**src/rtl/ping_sequencer.sv**
```systemverilog
`default_nettype none
// ============================================================================
// Module      : ping_sequencer
// Description : Ping cycle sequencer (arm/burst/listen/adjust/gap) with echo
//               peak tracking and DAC gain-adjust strobes.
// Revision    : 1.0 - initial release
// ============================================================================
module ping_sequencer #(
    parameter int          BURST_LEN  = 16,
    parameter int          LISTEN_LEN = 1024,
    parameter int          GAP_LEN    = 256,
    parameter logic [11:0] HI_THR     = 12'hC00,
    parameter logic [11:0] LO_THR     = 12'h200,
    parameter logic [7:0]  STEP       = 8'h01
) (
    input  logic        clk,
    input  logic        rst_n,
    input  logic        start,
    input  logic        stop,
    input  logic        echo_valid,
    input  logic [24:0] echo_data,
    output logic        cu_valid,
    output logic        cu_send,
    output logic        cu_rec,
    output logic        cu_on,
    output logic        cu_off,
    output logic        cu_inc,
    output logic        cu_dec,
    output logic [7:0]  cu_amount,
    output logic [11:0] peak,
    output logic        busy,
    output logic        no_echo
);

    localparam logic [15:0] c_BURST_LOAD  = 16'(BURST_LEN - 1);
    localparam logic [15:0] c_LISTEN_LOAD = 16'(LISTEN_LEN - 1);
    localparam logic [15:0] c_GAP_LOAD    = 16'(GAP_LEN - 1);

    typedef enum logic [2:0] {
        S_IDLE   = 3'd0,
        S_ARM    = 3'd1,
        S_BURST  = 3'd2,
        S_LISTEN = 3'd3,
        S_ADJUST = 3'd4,
        S_GAP    = 3'd5
    } state_t;

    state_t      r_state, w_state_nxt;
    logic [15:0] r_cnt, w_cnt_nxt;
    logic        r_stop_pending, w_stop_pending_nxt;
    logic [11:0] r_peak_acc, w_peak_acc_nxt;
    logic        r_beat, w_beat_nxt;

    logic        w_echo_take;
    logic [11:0] w_acc_upd;
    logic        w_beat_upd;
    logic        w_inc_nxt, w_dec_nxt, w_no_echo_nxt;
    logic [11:0] w_peak_nxt;
    logic        w_unused_echo;

    assign w_unused_echo = ^echo_data[24:12];

    assign w_echo_take = (r_state == S_LISTEN) && echo_valid;
    assign w_acc_upd   = (w_echo_take && (echo_data[11:0] > r_peak_acc)) ?
                         echo_data[11:0] : r_peak_acc;
    assign w_beat_upd  = r_beat | w_echo_take;

    always_ff @(posedge clk or negedge rst_n) begin
        if (!rst_n) begin
            r_state        <= S_IDLE;
            r_cnt          <= 16'd0;
            r_stop_pending <= 1'b0;
            r_peak_acc     <= 12'd0;
            r_beat         <= 1'b0;
        end else begin
            r_state        <= w_state_nxt;
            r_cnt          <= w_cnt_nxt;
            r_stop_pending <= w_stop_pending_nxt;
            r_peak_acc     <= w_peak_acc_nxt;
            r_beat         <= w_beat_nxt;
        end
    end

    always_comb begin
        w_state_nxt        = r_state;
        w_cnt_nxt          = r_cnt;
        w_stop_pending_nxt = r_stop_pending | (stop && (r_state != S_IDLE));
        w_peak_acc_nxt     = r_peak_acc;
        w_beat_nxt         = r_beat;
        w_inc_nxt          = 1'b0;
        w_dec_nxt          = 1'b0;
        w_peak_nxt         = peak;
        w_no_echo_nxt      = no_echo;

        case (r_state)
            S_IDLE: begin
                if (start) begin
                    w_state_nxt        = S_ARM;
                    w_no_echo_nxt      = 1'b0;
                    w_stop_pending_nxt = stop;
                end
            end
            S_ARM: begin
                w_peak_acc_nxt = 12'd0;
                w_beat_nxt     = 1'b0;
                w_cnt_nxt      = c_BURST_LOAD;
                w_state_nxt    = S_BURST;
            end
            S_BURST: begin
                if (r_cnt == 16'd0) begin
                    w_state_nxt = S_LISTEN;
                    w_cnt_nxt   = c_LISTEN_LOAD;
                end else begin
                    w_cnt_nxt = r_cnt - 16'd1;
                end
            end
            S_LISTEN: begin
                w_peak_acc_nxt = w_acc_upd;
                w_beat_nxt     = w_beat_upd;
                if (r_cnt == 16'd0) begin
                    // Decision uses the accumulator including a final-cycle beat,
                    // so the strobe lands in the single ADJUST cycle.
                    w_state_nxt = S_ADJUST;
                    w_peak_nxt  = w_acc_upd;
                    if (!w_beat_upd) begin
                        w_inc_nxt     = 1'b1;
                        w_no_echo_nxt = 1'b1;
                    end else if (w_acc_upd > HI_THR) begin
                        w_dec_nxt = 1'b1;
                    end else if (w_acc_upd < LO_THR) begin
                        w_inc_nxt = 1'b1;
                    end
                end else begin
                    w_cnt_nxt = r_cnt - 16'd1;
                end
            end
            S_ADJUST: begin
                w_state_nxt = S_GAP;
                w_cnt_nxt   = c_GAP_LOAD;
            end
            S_GAP: begin
                if (r_cnt == 16'd0) begin
                    if (r_stop_pending || stop) begin
                        w_state_nxt        = S_IDLE;
                        w_stop_pending_nxt = 1'b0;
                    end else begin
                        w_state_nxt = S_ARM;
                    end
                end else begin
                    w_cnt_nxt = r_cnt - 16'd1;
                end
            end
            default: begin
                w_state_nxt        = S_IDLE;
                w_cnt_nxt          = 16'd0;
                w_stop_pending_nxt = 1'b0;
            end
        endcase
    end

    // Outputs are registered from the next-state decode so they change on the
    // same edge as the state register.
    always_ff @(posedge clk or negedge rst_n) begin
        if (!rst_n) begin
            cu_valid  <= 1'b0;
            cu_send   <= 1'b0;
            cu_rec    <= 1'b0;
            cu_on     <= 1'b0;
            cu_off    <= 1'b0;
            cu_inc    <= 1'b0;
            cu_dec    <= 1'b0;
            cu_amount <= 8'd0;
            peak      <= 12'd0;
            busy      <= 1'b0;
            no_echo   <= 1'b0;
        end else begin
            cu_valid  <= (w_state_nxt != S_IDLE);
            cu_on     <= (w_state_nxt == S_ARM) || (w_state_nxt == S_BURST) ||
                         (w_state_nxt == S_LISTEN) || (w_state_nxt == S_ADJUST);
            cu_send   <= (w_state_nxt == S_BURST);
            cu_rec    <= (w_state_nxt == S_LISTEN);
            cu_off    <= (w_state_nxt == S_GAP);
            cu_inc    <= w_inc_nxt;
            cu_dec    <= w_dec_nxt;
            cu_amount <= (w_inc_nxt || w_dec_nxt) ? STEP : 8'd0;
            peak      <= w_peak_nxt;
            busy      <= (w_state_nxt != S_IDLE);
            no_echo   <= w_no_echo_nxt;
        end
    end

endmodule
`default_nettype wire

```
**config.mk**
```make
export PLATFORM = sky130hd
export DESIGN_NAME = ping_sequencer
export DESIGN_NICKNAME = d
export VERILOG_FILES = /design/src/rtl/ping_sequencer.sv
export SDC_FILE = /design/constraint.sdc
export NUM_CORES = 1
export LEC_CHECK = 0
export CORE_MARGIN = 2
export CORE_UTILIZATION = 55
export CTS_CLUSTER_SIZE = 24
export DETAILED_ROUTE_END_ITERATION = 8
export HOLD_SLACK_MARGIN = 0.08
export PLACE_DENSITY = 0.85
export SKIP_LAST_GASP = 1
export SYNTH_ARGS = -nofsm -noshare
export SYNTH_HDL_FRONTEND = slang
export SYNTH_SLANG_ARGS = --single-unit
```
**constraint.sdc**
```tcl
create_clock -name clk -period 3.8 [get_ports clk]
set_input_delay 0.38 -clock clk [delete_from_list [all_inputs] [get_ports clk]]
set_output_delay 0.38 -clock clk [all_outputs]
set_load 0.01 [all_outputs]
```
==> metrics <==
CTS tree=done; dpl ws=slightly below 0.6 ns; antenna violations before repair=0; worst endpoint data arrival time=3.09 ns; RR Endpoint=peak[5]; vias in the first global route=between 2,000 and 3,000; Port Buffer Count=38; Synth Instances=~340; slowest stage cell, crit path=a211oi_4; final hold vios=0; WHS Endpoint=peak[9]; WHS Path Cells=2; Tot GR Track Use=approximately 25%; Starting Density=57.6%; htree depth=2; Reg2Reg Setup Slack=~1.0 ns; Worst-path clk slew=around 0.1 ns; DR WL/cell=approximately 16 um; wirelength, routed=just over 7 mm; Avg Inst Size Synth=between 9 and 10 um^2; Die Ht=between 80 and 90 um; vias=~2,700; worst slew pin tran=approximately 0.82 ns; fin crit period=just under 3 ns; crit path cell chain=clkdlybuf4s50_1, ha_1, nand4_1, a211o_1, a211oi_4, buf_4, mux2i_1, o21ai_0; post-CTS setup repair buffer count=0; Post-synth ARST share=100%; worst vdd ir=between 0.0004 and 0.0005 V; fin area=between 0.003 and 0.004 mm^2; top_reg_cell synth=dfrtp_1; Setup crit start kind=input port; placed inst area=about 0.0036 mm^2; final setup vio count=0; ranking of synthesized cells by area=dfrtp_1 (42%), ha_1 (5.1%), nor2_1 (4.2%); total CTS buffers=5; LEAKAGE=between 1.5 and 2 nW; period utilization=76.2%; DR iter-0 viols=between 150 and 200; RePlAce Congestion=a little under 0.9; Worst setup EP type=flip-flop; Setup Skew=0.0107 ns; CTS Root Cell=clkbuf_8; Yosys cell types=62; Yosys reg bits=54; top-area cell type share of the netlist area=a little over two fifths; Rel. slew slack=44.8%; die width=80.4 um; I/O pins=59; routed vias/inst=6.01; Antenna Cells=0; max cap viols=0; std cell rows=27; Final nets=between 400 and 500; first-pass GRT wire length=roughly 12 mm; Post-synth EDFFs=0; Fmax=around 0.35 GHz; # clock sinks=between 50 and 60; sequential share of the synthesized area=42.1%; setup tns final=0 ns; clk buf depth=2; Worst Reg-to-Reg Cells=7; Core Region=approximately 0.0056 mm^2; Ys Warns=0; Buf+Inv Stages, Crit Path=2; First-pass DRT Iterations=4; post-route ant nets=0; grt ovf=0; clk_lat worst skew=0.32 ns; unrepaired setup endpoints after global routing=false; Die ar.=0.00647 mm^2; status=finished, final reports clean; CP Class=in -> reg; final worst setup slack=~0.90 ns; number of remaining DRC errors=0; hold_ws=0.485 ns; crit-path max FO=12; Hold Path Class=reg -> reg; worst r2r src=r_cnt[0]; PwrDens=~550 mW/mm^2; leading area contributor after synthesis=dfrtp_1; hold wc startpoint=peak[9]; Largest delay share family, worst path=compound AO/OA/AOI/OAI gates; synthesis-to-layout area growth=15.2%; worst endpoint required time=3.99 ns; largest net degree at the start of global routing=34; Final HPWL DP=between 5 and 6 mm; Critical Path Max Stage Delay=0.54 ns; share of layout cells above drive strength 1=roughly 7.7%; Slew Limit Fails=0; cell area after synthesis=~0.0032 mm^2
==> layer usage <==
| metal | global-route usage, % | routed length [um] | vias up |
|---|---|---|---|
| met5 | 0 | 0 | - |
| met1 | 35.9 | 3320 | 1286 |
| met3 | 5.28 | 486 | 11 |
| met2 | 36.7 | 3290 | 110 |
| li1 | - | - | 1290 |
| met4 | 7.80 | 112 | 0 |
==> cells in the mapped netlist, types with 3 or more instances <==
cell type / instances
a21boi_0: 3
a21oi_1: 18
a22o_1: 12
a31oi_1: 6
and3_1: 3
buf_2: 5
buf_4: 8
clkbuf_1: 11
dfrtp_1: 54
ha_1: 13
inv_1: 20
mux2i_1: 13
nand2_1: 28
nand4_1: 4
nor2_1: 36
nor3_1: 9
nor4_1: 8
o211ai_1: 4
o21ai_0: 18
o21ai_1: 5
o22ai_1: 6
xnor2_1: 6
xor2_1: 4
==> worst max-delay path by stage <==
stage / startpoint / end / slack [ns] / cells past startpoint
detailed placement: echo_data[11] / peak[1] / 0.58 / 8
global route: r_cnt[0] / peak[2] / 0.74 / 8
floorplan: r_peak_acc[1] / peak[4] / 1.55 / 9
global placement: echo_data[11] / peak[2] / 0.69 / 8
CTS: echo_data[11] / peak[1] / 0.94 / 8
finish: echo_data[11] / peak[1] / 0.90 / 8
==> power by group <==
part	switching [mW]	internal (mW)	total (mW)
Sequential	0.169	0.721	0.890
Combinational	0.439	0.370	0.809
Clock	0.204	0.134	0.338
Total	0.812	1.22	2.04
==> per-stage QoR <==
step / total power [mW] / utilization, % / cells
after floorplan: 1.46 / - / 350
after global placement: 1.65 / 64.5 / 440
after detailed placement: 1.70 / 64.5 / 440
after CTS: 2.04 / 66.4 / 449
after global routing: 2.19 / 66.4 / 449
final: 2.04 / 66.4 / 449
==> cell usage in the layout (no fill, tap or decap), drive strengths merged, types with 2 or more instances in the layout <==
cell type / count
a21o: 2
nor2b: 2
and2: 3
nand3: 3
nor2: 37
nor3: 10
a21oi: 19
and3: 3
ha: 13
nor4: 8
mux2i: 13
a211oi: 3
nand2b: 2
a31oi: 6
xnor2: 6
mux2: 3
o21a: 2
o21ai: 23
nand4: 4
clkdlybuf4s50: 37
a22o: 12
xor2: 4
clkbuf: 5
o31a: 2
nand2: 29
o211ai: 4
inv: 21
o22ai: 7
conb: 7
a21boi: 3
buf: 7
or4: 2
o2bb2ai: 2
dfrtp: 54
==> logic make-up (layout without fill, tap and decap cells) <==
logic type,after synthesis,in the layout,share of synthesized area [%]
flops,54,54,42.1
fa+ha+maj,13,13,5.06
other cells,1,7,0.117
simple gates,107,107,16.9
mux,16,16,5.22
compound gates,97,97,21.0
xor+xnor,10,10,2.73
buf+inv,46,73,6.97
==> what timing repair did <==
action | in CTS | in global routing
hold buffers | 1 | 0
endpoints found under the hold margin | 21 | 0
gates resized for setup | 0 | 0
==> state kept, by name, summed over array words and instances, names as in the netlist <==
register and count:
cu_rec 1, r_beat 1, cu_dec 1, r_cnt 16, peak 12, cu_inc 1, cu_send 1, cu_off 1
r_state 3, r_stop_pending 1, cu_amount 1, busy 1, cu_on 1, r_peak_acc 12, no_echo 1
==> worst register-to-register path: cells and delay by family (launching register included) <==
family | cells | cell delay, ns
DFF | 1 | 0.44
buffers and inverters | 1 | 0.08
AOI/OAI and AO/OA | 1 | 0.32
and+or+nand+nor | 4 | 1.65
adders and majority gates | 1 | 0.19
==> cell type report <==
cell class	instances	area [um^2]
tap	72	90.1
timing repair buffer	45	430
clock inverter	3	25.0
fill	445	1870
multi-input combinational	250	1660
sequential	54	1350
clock buffer	5	68.8
inverter	20	75.1
No activity file was read; power rests on OpenSTA's default activity.
